$ cat src/rtl/seg7_capture.sv
// seg7_capture: synchronizes, debounces and decodes a 7-segment bus back to a hex nibble,
// flagging blank and illegal glyphs. Define SEG7_CAPTURE_COUNT_EN to build the change counter.
module seg7_capture #(
  parameter int unsigned STABLE_CYCLES = 250000,
  parameter bit          ACTIVE_LOW    = 1'b1
) (
  input  logic       i_Clk,
  input  logic       i_Rst_L,
  input  logic [6:0] i_Segments,
  output logic [3:0] o_Nibble,
  output logic       o_Valid,
  output logic       o_Blank,
  output logic       o_Error,
  output logic [7:0] o_Change_Count
);
  localparam int unsigned   CW      = $clog2(STABLE_CYCLES) + 1;
  localparam logic [CW-1:0] CNT_MAX = CW'(STABLE_CYCLES - 1);

  typedef enum logic [1:0] {
    EMPTY  = 2'd0,
    SETTLE = 2'd1,
    HOLD   = 2'd2
  } state_t;

  state_t        state;
  logic [6:0]    sync1, sync2, s, cand, committed;
  logic [CW-1:0] cnt;
  logic          stable, accept, is_hex;
  logic [3:0]    hex_val;

  // Internal polarity: 1 = segment lit.
  assign s      = ACTIVE_LOW ? ~sync2 : sync2;
  assign stable = (s == cand) && (cnt == CNT_MAX);
  assign accept = stable && ((state == EMPTY) || (cand != committed));

  // Glyph table, bit order GFEDCBA.
  always_comb begin
    is_hex  = 1'b1;
    hex_val = 4'h0;
    case (cand)
      7'h3F: hex_val = 4'h0;
      7'h06: hex_val = 4'h1;
      7'h5B: hex_val = 4'h2;
      7'h4F: hex_val = 4'h3;
      7'h66: hex_val = 4'h4;
      7'h6D: hex_val = 4'h5;
      7'h7D: hex_val = 4'h6;
      7'h07: hex_val = 4'h7;
      7'h7F: hex_val = 4'h8;
      7'h6F: hex_val = 4'h9;
      7'h77: hex_val = 4'hA;
      7'h7C: hex_val = 4'hB;
      7'h39: hex_val = 4'hC;
      7'h5E: hex_val = 4'hD;
      7'h79: hex_val = 4'hE;
      7'h71: hex_val = 4'hF;
      default: is_hex = 1'b0;
    endcase
  end

  // o_Valid is a one-cycle strobe with no ready: o_Nibble is valid on the strobe
  // and holds until the next accepted hex glyph; o_Blank/o_Error are levels.
  always_ff @(posedge i_Clk or negedge i_Rst_L) begin
    if (!i_Rst_L) begin
      sync1     <= 7'd0;
      sync2     <= 7'd0;
      cand      <= 7'd0;
      cnt       <= '0;
      committed <= 7'd0;
      state     <= EMPTY;
      o_Nibble  <= 4'h0;
      o_Valid   <= 1'b0;
      o_Blank   <= 1'b0;
      o_Error   <= 1'b0;
    end else begin
      sync1   <= i_Segments;
      sync2   <= sync1;
      o_Valid <= 1'b0;

      if (s != cand) begin
        cand <= s;
        cnt  <= '0;
      end else if (cnt != CNT_MAX) begin
        cnt <= cnt + 1'b1;
      end

      case (state)
        EMPTY:   if (accept) state <= HOLD;
        HOLD:    if (s != cand) state <= SETTLE;
        // Stable in SETTLE is either a new accept or a return to the committed glyph.
        SETTLE:  if (stable) state <= HOLD;
        default: state <= EMPTY;
      endcase

      if (accept) begin
        committed <= cand;
        if (cand == 7'h00) begin
          o_Blank <= 1'b1;
          o_Error <= 1'b0;
        end else if (is_hex) begin
          o_Nibble <= hex_val;
          o_Valid  <= 1'b1;
          o_Blank  <= 1'b0;
          o_Error  <= 1'b0;
        end else begin
          o_Blank <= 1'b0;
          o_Error <= 1'b1;
        end
      end
    end
  end

`ifdef SEG7_CAPTURE_COUNT_EN
  logic [7:0] change_count;

  always_ff @(posedge i_Clk or negedge i_Rst_L) begin
    if (!i_Rst_L) begin
      change_count <= 8'd0;
    end else if (accept) begin
      change_count <= change_count + 8'd1;
    end
  end

  assign o_Change_Count = change_count;
`else
  assign o_Change_Count = 8'd0;
`endif

endmodule
$ cat config.mk
export PLATFORM = sky130hd
export DESIGN_NAME = seg7_capture
export DESIGN_NICKNAME = d
export VERILOG_FILES = /design/src/rtl/seg7_capture.sv
export SDC_FILE = /design/constraint.sdc
export NUM_CORES = 1
export LEC_CHECK = 0
export CAP_MARGIN = 5
export CORE_AREA = 2 2 68 70
export CTS_BUF_LIST = sky130_fd_sc_hd__clkbuf_2
export DETAILED_ROUTE_END_ITERATION = 8
export DIE_AREA = 0 0 70 72
export PLACE_DENSITY_LB_ADDON = 0.08
export SLEW_MARGIN = 20
export SYNTH_ARGS = -nofsm -noshare
export SYNTH_HDL_FRONTEND = slang
export SYNTH_SLANG_ARGS = --single-unit
export TNS_END_PERCENT = 30
$ cat constraint.sdc
create_clock -name i_Clk -period 4.01 [get_ports i_Clk]
set_input_delay 0.802 -clock i_Clk [delete_from_list [all_inputs] [get_ports i_Clk]]
set_output_delay 0.802 -clock i_Clk [all_outputs]
set_load 0.01 [all_outputs]
After elaboration in Yosys (flattened, before gate mapping)
Index checks and enable logic that the tools add are counted.
- bits of input ports: 9
- output and inout port bits: 15
- flip-flop bits (word level): 56
- word-level logic and storage cells: 62
- $add $sub $neg: 1
- bitwise operators: 2
- equal/unequal tests: 26
- multiplexer cells: 14
- reduce and logical (&&, ||, !) cells: 9
- operators by type and width (cell ; number):
    equality test 7 bit (second input constant) ; 12
    case mux 4 bit (15 select lines) ; 1
    2-to-1 mux 19 bit ; 2
    adder 19 x 1 -> 19 bit (second input constant) ; 1
    equality test 19 x 18 -> 1 bit (second input constant) ; 1
    != test 19 x 18 -> 1 bit (second input constant) ; 1
    OR reduction 16 bit ; 1
    equality test 7 x 3 -> 1 bit (second input constant) ; 2
    equality test 7 x 6 -> 1 bit (second input constant) ; 2
    != test 7 bit ; 2
    equality test 7 bit ; 1
    logical NOT 7 bit ; 1
    2-to-1 mux 1 bit ; 7
    NOT 7 bit ; 1
    2-to-1 mux 2 bit ; 3
    != test 2 bit (second input constant) ; 3
    case mux 2 bit (3 select lines) ; 1
    AND reduction 3 bit ; 2
    equality test 2 x 1 -> 1 bit (second input constant) ; 1
    equality test 2 bit (second input constant) ; 1
    logical AND 1 bit ; 2
    logical NOT 2 bit ; 1
    nonzero test 2 bit ; 1
    logical OR 1 bit ; 1
    NOT 1 bit ; 1

Depth between registers and ports, before layout
Gate-level depths: netlist of run 1.
- depth after elaboration: 6
- mapped depth: 8
- depth with buffers taken out: 7

Worst setup path after synthesis of run 1
Ideal clock, no wire load.
- path type: register -> register
- start: register cnt[0]
- end: register o_Nibble[2]
- path buffers: 0
- cell stages (with the launch flop): 8
- period minus slack after synthesis: 2167 ps
- data required time: 3882 ps
- data arrival time: 2040 ps
- library setup time: 128 ps
- setup slack: 1843 ps
- cells stage by stage: dfrtp_1 ha_1 nand4_1 nor2_1 nand4_1 a2111o_1 a21oi_4 mux2_1
- word-level cells in the longest chain between the ends: 4
- ends and longest elaborated chain (element ; line ; RTL):
    start: declaration ; 27 ; logic [CW-1:0] cnt;
    start signal: assignment ; 84 ; cnt <= cnt + 1'b1;
    equality test 19 x 18 -> 1 bit ; 33 ; assign stable = (s == cand) && (cnt == CNT_MAX);
    logical AND 1 bit ; 33 ;
    logical AND 1 bit ; 34 ; assign accept = stable && ((state == EMPTY) || (cand != committed));
    AND reduction 3 bit (no line) ; - ;
    end signal: assignment ; 101 ; o_Nibble <= hex_val;
    end: declaration ; 10 ; output logic [3:0] o_Nibble,
No other way between the ends.
A chain may end at the register's enable or synchronous reset.

Final worst setup path of run 1
- start: register cand[3]
- end: register o_Nibble[2]
- word-level cells in the longest chain between the ends: 4
- elaborated cells between the ends (all ways): 27
- those cells by class: eq/ne: 18; mux: 2; bitwise: 1; reduce/logical: 6
- ends and longest elaborated chain (element ; line ; RTL):
    start: declaration ; 26 ; logic [6:0] sync1, sync2, s, cand, committed;
    start signal: assignment ; 81 ; cand <= s;
    equality test 7 bit (tied with other cells) ; 40 ; case (cand)
    OR reduction 16 bit (no line) (tied with other cells) ; - ;
    2-to-1 mux 1 bit / logical AND 1 bit (equally long branches) ; 40, 34 ;
    AND reduction 3 bit (no line) ; - ;
Parallel ways exist; a longest one is shown, timed or not.

==> reports/metrics.yaml, run 1 <==
floorplan:
  dieWidth_um: 70
  core_um2: 4260
  die_h_um: 72
  initial_core_util_pct: 62.1
  die-area_um2: 5040
  ios: 24
  num_rows: 24
critical_path:
  worstPathCellList: "xnor2_1, nor4_1, nand4_1, buf_4, a2111o_1, a21oi_4, mux2_1"
  rrSetupSlack_ps: 1460
  start_kind: "register"
  rr_worst_depth: 7
  reg2reg_to: "o_Nibble[2]$_DFFE_PN0P_"
  cp_data_arrival_time_ps: 2910
  slowest_stage: "dfrtp_1"
  critPathBufInv: 1
  worst_path_dominant_cell_family: "compound AO/OA/AOI/OAI gates"
  required_ps: 4370
  crit_type: "register to register"
  cp-end-kind: "register"
  r2r_start: "cand[3]$_DFFE_PN0N_"
  path_max_fanout: 24
  slowest_delay_ps: 680
timing:
  clock-skew-final_ps: 10.0
  final.setup.tns_ps: 0
  maxSlewViolCount: 0
  relSlewSlack_pct: 47.8
  tightest_slew_ps: 783
  finalCriticalPeriod_ps: 2550
  finalSetupViolCount: 0
  final_hold_viol_count: 0
  period_share_pct: 63.6
  max_freq_mhz: 392
  setup_ws_ps: 1460
  rsz0062_at_grt: "no"
clocking:
  hold_buffers: 0
  clkTransAtPathRegs_ps: 270
  post_cts_buffers: 0
  h-tree-depth: 2
  cts.sinks: 56
  numCtsBuffers: 5
  cts_root_buf: "clkbuf_2"
  clock_latency_ps: 430
  clock_path_buffers: 2
  cts_resized: 0
  cts_tree: "yes"
global_route:
  grt_busiest_layer: "met1"
  grt.total_usage_pct: 18.6
  grt_pass1_wl_mm: 7.44
  use_met3_pct: 4.72
  antenna_found_initial: 0
  grt_overflow_total: 0
  grt_max_degree: 38
  gr-usage-met2_pct: 27.4
  grt_pass1_vias: 1579
  grt_util_met1_pct: 27.8
placed_design:
  io_buffers: 15
  place_congestion: 0.819
  post_dp_cell_area_um2: 2800
  dp_hpwl_mm: 3.04
  pre_cts_ws_ps: 1450
yosys:
  synth-edff-count: 0
  syn-cell-area_um2: 2650
  synth_cells: 252
  ys_warn_count: 0
  ys_types: 44
  synthFlopType: "dfrtp_1"
  syn_area_per_cell_um2: 10.5
  async_flop_share_pct: 100
  ys_seq_elements: 56
  seq_area_frac_synth_pct: 52.9
power_and_ir_drop:
  switching_share_pct: 24.0
  comb_power_share_pct: 5.8
  powerDensity_nw_per_um2: 324
  switching_power_uw: 223
  ir_drop_mv: 0.267
  clockPowerShare_pct: 30.4
  cellInternalPower_uw: 708
  seq_power_share_pct: 63.9
  leakagePower_uw: 0.00124
final_layout:
  area.growth.synth_to_final_pct: 8.31
  fin_nets: 275
  design_area_um2: 2870
  drive_gt1_share_pct: 7.14
  regArea_um2: 1400
  multi_input_area_um2: 1140
  num_antenna_cells: 0
  fill_cells: 324
routing:
  drc: 0
  drt_first_pass_iters: 4
  first_iter_violations: 96
  vias_per_cell: 5.65
  final_antenna_net_count: 0
  totalWireLength_mm: 4.32
  num_vias: 1798
  wl_per_cell_um: 13.6
hold_path:
  min_path_type: "primary input to asynchronous set/reset pin"
run_status:
  status: "completed"
job:
  cap_violations: 0
cells in the final DEF, fill, tap and decap left out, types with 4 or more instances in the layout:
cell type and instances:
dfrtp_1 56, mux2_2 6, nand4_1 8, nor2_1 26, nand2_1 18, nor4_1 8, conb_1 8, xnor2_1 12
clkdlybuf4s50_1 14, nor3_1 4, a21oi_1 8, xor2_1 19, clkbuf_2 5, mux2_1 5, inv_1 9, nand3_1 6
o21ai_0 8
area by class of cell:
class	count	area share [%]
clock buffer	5	0.872
clock inverter	3	1.66
inverter	9	1.18
multi-input combinational	176	39.6
sequential	56	48.8
tap	52	2.27
timing repair buffer	17	5.58
stage by stage:
stage               utilization (%)  hold WS [ps]  instances  total power, uW
floorplan                         -           331        259              639
global route                   67.3           381        318              969
global placement               65.6           332        310              657
finish                         67.3           386        318              931
CTS                            67.3           374        318              943
detailed placement             65.6           335        310              659
sequential cells by signal, summed over array words and instances (netlist names):
signal	cells
cand	7
cnt	19
committed	7
o_Blank	1
o_Error	1
o_Nibble	4
o_Valid	1
state	2
sync1	7
sync2	7
cell usage after synthesis, types with 2 or more instances:
cell type | count | area share [%]
inv_1 | 9 | 1.3
nand3_1 | 6 | 1.1
nand3b_1 | 2 | 0.57
nand2b_1 | 3 | 0.71
nor2b_1 | 2 | 0.47
and3_1 | 2 | 0.47
or3_1 | 3 | 0.71
nor4_1 | 8 | 1.9
xor2_1 | 19 | 6.3
o21ai_0 | 8 | 1.5
nor3_1 | 4 | 0.76
nor3b_1 | 2 | 0.57
a21oi_1 | 8 | 1.5
buf_2 | 5 | 0.94
buf_4 | 8 | 2.3
dfrtp_1 | 56 | 53
xnor2_1 | 12 | 4.0
nor2_1 | 26 | 3.7
and4_1 | 3 | 0.99
clkbuf_1 | 5 | 0.71
o22ai_1 | 2 | 0.47
a31oi_1 | 2 | 0.47
nand2_1 | 18 | 2.5
nand4_1 | 8 | 1.9
mux2_1 | 5 | 2.1
o31ai_1 | 3 | 0.85
mux2_2 | 6 | 2.5
worst reg2reg max path: stages, from the launching register on:
cell and delay (ps):
dfrtp_1 680, xnor2_1 130, nor4_1 280, nand4_1 120, buf_4 220, a2111o_1 520
a21oi_4 190, mux2_1 340
cell families (layout without fill, tap and decap cells):
family	Yosys count	after routing	share of synthesized area, %
other cells	1	8	0.142
flops	56	56	52.9
mux	12	12	5.05
fa+ha+maj	1	1	0.472
xor+xnor	31	31	10.2
compound gates	34	34	8.64
simple gates	90	90	17.4
buf+inv	27	34	5.19
power groups by stage:
| stage | Combinational (uW) | Sequential [uW] | Clock, uW |
|---|---|---|---|
| CTS | 54.7 | 595 | 294 |
| global placement | 53.9 | 603 | 0 |
| floorplan | 47.3 | 592 | 0 |
| global route | 61.0 | 597 | 311 |
| detailed placement | 54.6 | 604 | 0 |
| finish | 53.8 | 595 | 283 |
layer usage:
layer | up-vias | part of all wire (%) | routed length (um)
met4 | 0 | 1.4 | 59
met1 | 852 | 51 | 2200
met2 | 49 | 43 | 1840
li1 | 890 | - | -
met5 | - | 0 | 0
met3 | 7 | 5.0 | 215
worst max-delay path by stage:
| stage | start | slack (ps) | end | cells past startpoint |
|---|---|---|---|---|
| final | cand[3]$_DFFE_PN0N_ | 1460 | o_Nibble[2]$_DFFE_PN0P_ | 7 |
| after global routing | cand[3]$_DFFE_PN0N_ | 1270 | o_Nibble[2]$_DFFE_PN0P_ | 7 |
| after CTS | cand[3]$_DFFE_PN0N_ | 1400 | o_Nibble[2]$_DFFE_PN0P_ | 7 |
| after detailed placement | cand[3]$_DFFE_PN0N_ | 1450 | o_Nibble[2]$_DFFE_PN0P_ | 7 |
| after global placement | cand[3]$_DFFE_PN0N_ | 1530 | o_Nibble[3]$_DFFE_PN0P_ | 7 |
| after floorplan | cnt[0]$_DFFE_PN0N_ | 1840 | o_Nibble[2]$_DFFE_PN0P_ | 7 |
No activity file was read; power rests on OpenSTA's default activity.
==> inputs of run 2 (changes only) <==
- CORE_AREA: 2 2 68 70 -> 2 2 74 76
- DIE_AREA: 0 0 70 72 -> 0 0 76 78
- clock period: 4.01 -> 2.1 ns (I/O delays scaled with it)
==> run 2 against run 1 <==
Compared with the run above: sequential power increased by 88%; final area increased by 11%; global-route usage decreased by 0.21 points; first-iteration DRC count decreased by 3.1%.
==> reports/metrics.yaml, run 2 (synthesized netlist as in run 1, its figures left out) <==
run_status:
  status: "completed"
clocking:
  cts_root_buf: "clkbuf_2"
  clkTransAtPathRegs_ps: 260
  clock_latency_ps: 430
  cts.sinks: 56
  h-tree-depth: 2
  numCtsBuffers: 5
  cts_tree: "yes"
  clock_path_buffers: 2
timing:
  rsz0062_at_grt: "yes"
  period_share_pct: 98.6
  finalSetupViolCount: 0
  final_hold_viol_count: 0
  max_freq_mhz: 483
  finalCriticalPeriod_ps: 2070
  maxSlewViolCount: 0
  final.setup.tns_ps: 0
  clock-skew-final_ps: 13.7
routing:
  vias_per_cell: 5.17
  final_antenna_net_count: 0
  first_iter_violations: 93
  num_vias: 1894
  totalWireLength_mm: 4.78
  drc: 0
  wl_per_cell_um: 13.1
  drt_first_pass_iters: 4
critical_path:
  start_kind: "register"
  cp_common_cell: "nand4_1"
  critPathCapture: "o_Nibble[3]$_DFFE_PN0P_"
  r2r_start: "cnt[1]$_DFFE_PN0N_"
  cp_data_arrival_time_ps: 2420
  crit_type: "register to register"
  path_depth: 7
  slowest_stage: "a2111o_1"
  worst_path_dominant_cell_family: "compound AO/OA/AOI/OAI gates"
  reg2reg_to: "o_Nibble[3]$_DFFE_PN0P_"
  worstPathCellList: "ha_2, nand4_1, nor2_1, nand4_1, a2111o_1, a21oi_4, mux2_1"
  required_ps: 2450
  path_max_fanout: 3
  slowest_delay_ps: 490
  rrSetupSlack_ps: 30
  cp-end-kind: "register"
  crit_path_start: "cnt[1]$_DFFE_PN0N_"
  rr_worst_depth: 7
  critPathBufInv: 0
placed_design:
  place_congestion: 0.872
  io_buffers: 15
  dp_hpwl_mm: 3.31
global_route:
  grt_pass1_vias: 1949
  grt_max_degree: 57
  grt_pass1_wl_mm: 8.67
  antenna_found_initial: 0
  grt.total_usage_pct: 18.4
  grt_overflow_total: 0
final_layout:
  num_antenna_cells: 0
  fin_nets: 306
  regMostFlops: "cnt"
  drive_gt1_share_pct: 17.9
  final_core_util_pct: 63.1
  largest_reg_flops: 19
  fill_cells: 439
  final_cell_mix: "dfrtp_1 (56), buf_4 (30), nor2_1 (26), xor2_1 (19), nand2_1 (17)"
  mostFrequentLayoutCell: "dfrtp_1"
  area.growth.synth_to_final_pct: 20.1
job:
  cap_violations: 0
floorplan:
  core_um2: 5040
  die_h_um: 78
  initial_core_util_pct: 52.6
  die-area_um2: 5930
  ios: 24
  num_rows: 26
  dieWidth_um: 76
hold_path:
  min_path_type: "register to register"
  hold_depth: 0
power_and_ir_drop:
  leakagePower_uw: 0.00140
  powerDensity_nw_per_um2: 596
  ir_drop_mv: 0.349
## run 2: per-stage QoR
| step | area (um2) | hold WS (ps) | setup WS (ps) | cells | total power (uW) |
|---|---|---|---|---|---|
| final | 3180 | 381 | 28.8 | 366 | 1900 |
| after global routing | 3180 | 339 | -96.5 | 366 | 1980 |
| after CTS | 3170 | 349 | 3.30 | 366 | 1920 |
| after detailed placement | 3040 | 336 | -11.1 | 356 | 1280 |
| after global placement | 3040 | 333 | 5.78 | 356 | 1280 |
| after floorplan | 2680 | 124 | 10.1 | 259 | 1220 |
## run 2: power by group
group	total [uW]	internal [uW]	switching (uW)	leakage [uW]
clock	629	314	316	0.0000490
sequential	1120	1100	14.3	0.000734
combinational	151	65.8	85.0	0.000617
## run 2: repair_timing
action,CTS,global route
endpoints found under the hold margin,56,0
pin swaps,3,0
hold buffers,1,0
gates cloned,0,0
gates resized for setup,2,5
endpoints found under the setup margin,2,12
buffers inserted,2,0
## run 2: final cells by class
cell class	count	area, um2	share of cell area, %
tap	70	87.6	2.75
inverter	9	33.8	1.06
clock inverter	2	60.1	1.89
multi-input combinational	176	1160	36.5
clock buffer	5	25.0	0.786
sequential	56	1400	44.0
timing repair buffer	48	412	12.9
## run 2: worst reg2reg max path: cells and delay by family, from the launching register on
kind                       cells  cell delay, ps
AOI/OAI and AO/OA              2             650
and+or+nand+nor                3             420
DFF                            1             420
muxes                          1             330
adders and majority gates      1             180
## run 2: worst min path at each step
stage	startpoint	to	slack, ps
6_report	sync1[3]$_DFF_PN0_	sync2[3]$_DFF_PN0_	380
4_1_cts	i_Segments[4]	sync1[4]$_DFF_PN0_	350
3_5_place_dp	sync1[3]$_DFF_PN0_	sync2[3]$_DFF_PN0_	340
3_3_place_gp	sync1[6]$_DFF_PN0_	sync2[6]$_DFF_PN0_	330
2_1_floorplan	i_Rst_L	cand[0]$_DFFE_PN0N_	120
5_1_grt	i_Segments[5]	sync1[5]$_DFF_PN0_	340
## run 2: metal layers
layer | routed length, um | global-route usage (%) | vias up
li1 | - | - | 944
met2 | 2160 | 29.7 | 41
met5 | 0 | 0 | -
met4 | 63 | 6.55 | 0
met1 | 2360 | 24.8 | 902
met3 | 198 | 3.95 | 7
==> inputs of run 3 (changes only) <==
- PLACE_DENSITY_LB_ADDON: 0.08 -> 0.15
- REMOVE_ABC_BUFFERS: not set -> 1
==> run 3 against run 2 <==
Compared with the run above: the run now ends with setup timing left; flip-flop and latch count unchanged; total power down 4.0%; clock power down 13%; utilization up 0.72 points; via count up 3.4%; critical endpoint unchanged.
==> reports/metrics.yaml, run 3 (synthesized netlist as in run 1, its figures left out) <==
run_status:
  status: "finished with violations"
  violations: "setup timing"
timing:
  max_freq_mhz: 474
  final_hold_viol_count: 0
  setup_ws_ps: -10.4
  maxSlewViolCount: 0
  clock-skew-final_ps: 21.8
  rsz0062_at_grt: "yes"
  period_share_pct: 100
  final.setup.tns_ps: -17.3
  finalSetupViolCount: 2
  finalCriticalPeriod_ps: 2110
clocking:
  cts_root_buf: "clkbuf_2"
  numCtsBuffers: 5
  h-tree-depth: 2
  cts.sinks: 56
  clock_latency_ps: 450
  cts_tree: "yes"
  clock_path_buffers: 2
  clkTransAtPathRegs_ps: 290
final_layout:
  area.growth.synth_to_final_pct: 21.4
  drive_gt1_share_pct: 19.9
  mostFrequentLayoutCell: "dfrtp_1"
  final_cell_mix: "dfrtp_1 (56), buf_4 (35), nor2_1 (25), nand2_1 (18), xor2_1 (18)"
  multi_input_area_um2: 1180
  num_antenna_cells: 0
  fin_nets: 311
  fill_cells: 427
  regArea_um2: 1400
  final_cells: 372
  largest_reg_flops: 19
  regMostFlops: "cnt"
routing:
  totalWireLength_mm: 4.88
  drc: 0
  num_vias: 1958
  final_antenna_net_count: 0
  first_iter_violations: 89
  drt_first_pass_iters: 5
  wl_per_cell_um: 13.1
  vias_per_cell: 5.26
global_route:
  grt.total_usage_pct: 17.8
  antenna_found_initial: 0
  grt_overflow_total: 0
  grt_pass1_vias: 1898
  grt_max_degree: 39
  grt_pass1_wl_mm: 8.53
critical_path:
  critPathBufInv: 0
  required_ps: 2490
  slowest_stage: "a2111o_1"
  start_kind: "register"
  crit_type: "register to register"
  cp_data_arrival_time_ps: 2500
  cp-end-kind: "register"
  path_max_fanout: 4
  slowest_delay_ps: 470
  worstPathCellList: "xnor2_1, nor4_2, nand4_1, a2111o_1, a21oi_4, mux2_1"
  worst_path_dominant_cell_family: "compound AO/OA/AOI/OAI gates"
placed_design:
  dp_hpwl_mm: 3.47
  place_congestion: 0.840
  io_buffers: 15
  place_inst: 357
power_and_ir_drop:
  ir_drop_mv: 0.386
  leakagePower_uw: 0.00142
  powerDensity_nw_per_um2: 566
hold_path:
  min_path_type: "primary input to register"
floorplan:
  dieWidth_um: 76
  ios: 24
  num_rows: 26
  core_um2: 5040
  die_h_um: 78
  die-area_um2: 5930
  initial_core_util_pct: 52.6
job:
  cap_violations: 0
## run 3: final timing paths
check / start / to / slack, ps / depth (start not counted)
max: sync2[0]$_DFF_PN0_ / o_Nibble[3]$_DFFE_PN0P_ / -10 / 6
min: i_Segments[3] / sync1[3]$_DFF_PN0_ / 370 / 1
max reg2reg: sync2[0]$_DFF_PN0_ / o_Nibble[3]$_DFFE_PN0P_ / -10 / 6
min reg2reg: sync1[0]$_DFF_PN0_ / sync2[0]$_DFF_PN0_ / 380 / 0
max in group asynchronous: i_Rst_L / cnt[8]$_DFFE_PN0N_ / 1150 / 3
min in group asynchronous: i_Rst_L / o_Valid$_DFF_PN0_ / 380 / 2
## run 3: stage by stage
step | worst slack (ps) | hold WS (ps) | util [%] | instance area, um2 | power (uW)
after global routing | -146 | 296 | 63.8 | 3220 | 1910
final | -10.4 | 366 | 63.8 | 3220 | 1820
after floorplan | -650 | 124 | - | 2570 | 1200
after global placement | -24.3 | 332 | 60.5 | 3050 | 1280
after CTS | -11.9 | 323 | 63.3 | 3190 | 1850
after detailed placement | -51.9 | 337 | 60.5 | 3050 | 1280
## run 3: layer usage
layer	up-vias	part of all wire, %	global-route usage (%)
met3	6	3.4	3.72
met1	957	47	24.1
met5	-	0	0
met2	37	48	29.1
li1	958	-	-
met4	0	1.0	5.09
## run 3: what timing repair did
item / CTS / global route
hold buffers: 1 / 0
gates cloned: 0 / 1
hold endpoints to repair: 18 / 0
setup buffers: 4 / 1
endpoints found under the setup margin: 5 / 13
resized for setup: 4 / 5
pin swaps: 3 / 4
## run 3: where the power goes
part	switching, uW	total, uW	internal (uW)
clock	343	550	206
sequential	13.1	1120	1100
combinational	89.0	156	66.7
total	446	1820	1370
## run 3: area by class of cell
type                       count  share of cell area [%]
clock buffer                   5                   0.778
clock inverter                 3                    1.48
inverter                       9                    1.05
multi-input combinational    177                    36.8
sequential                    56                    43.5
tap                           70                    2.72
timing repair buffer          52                    13.6
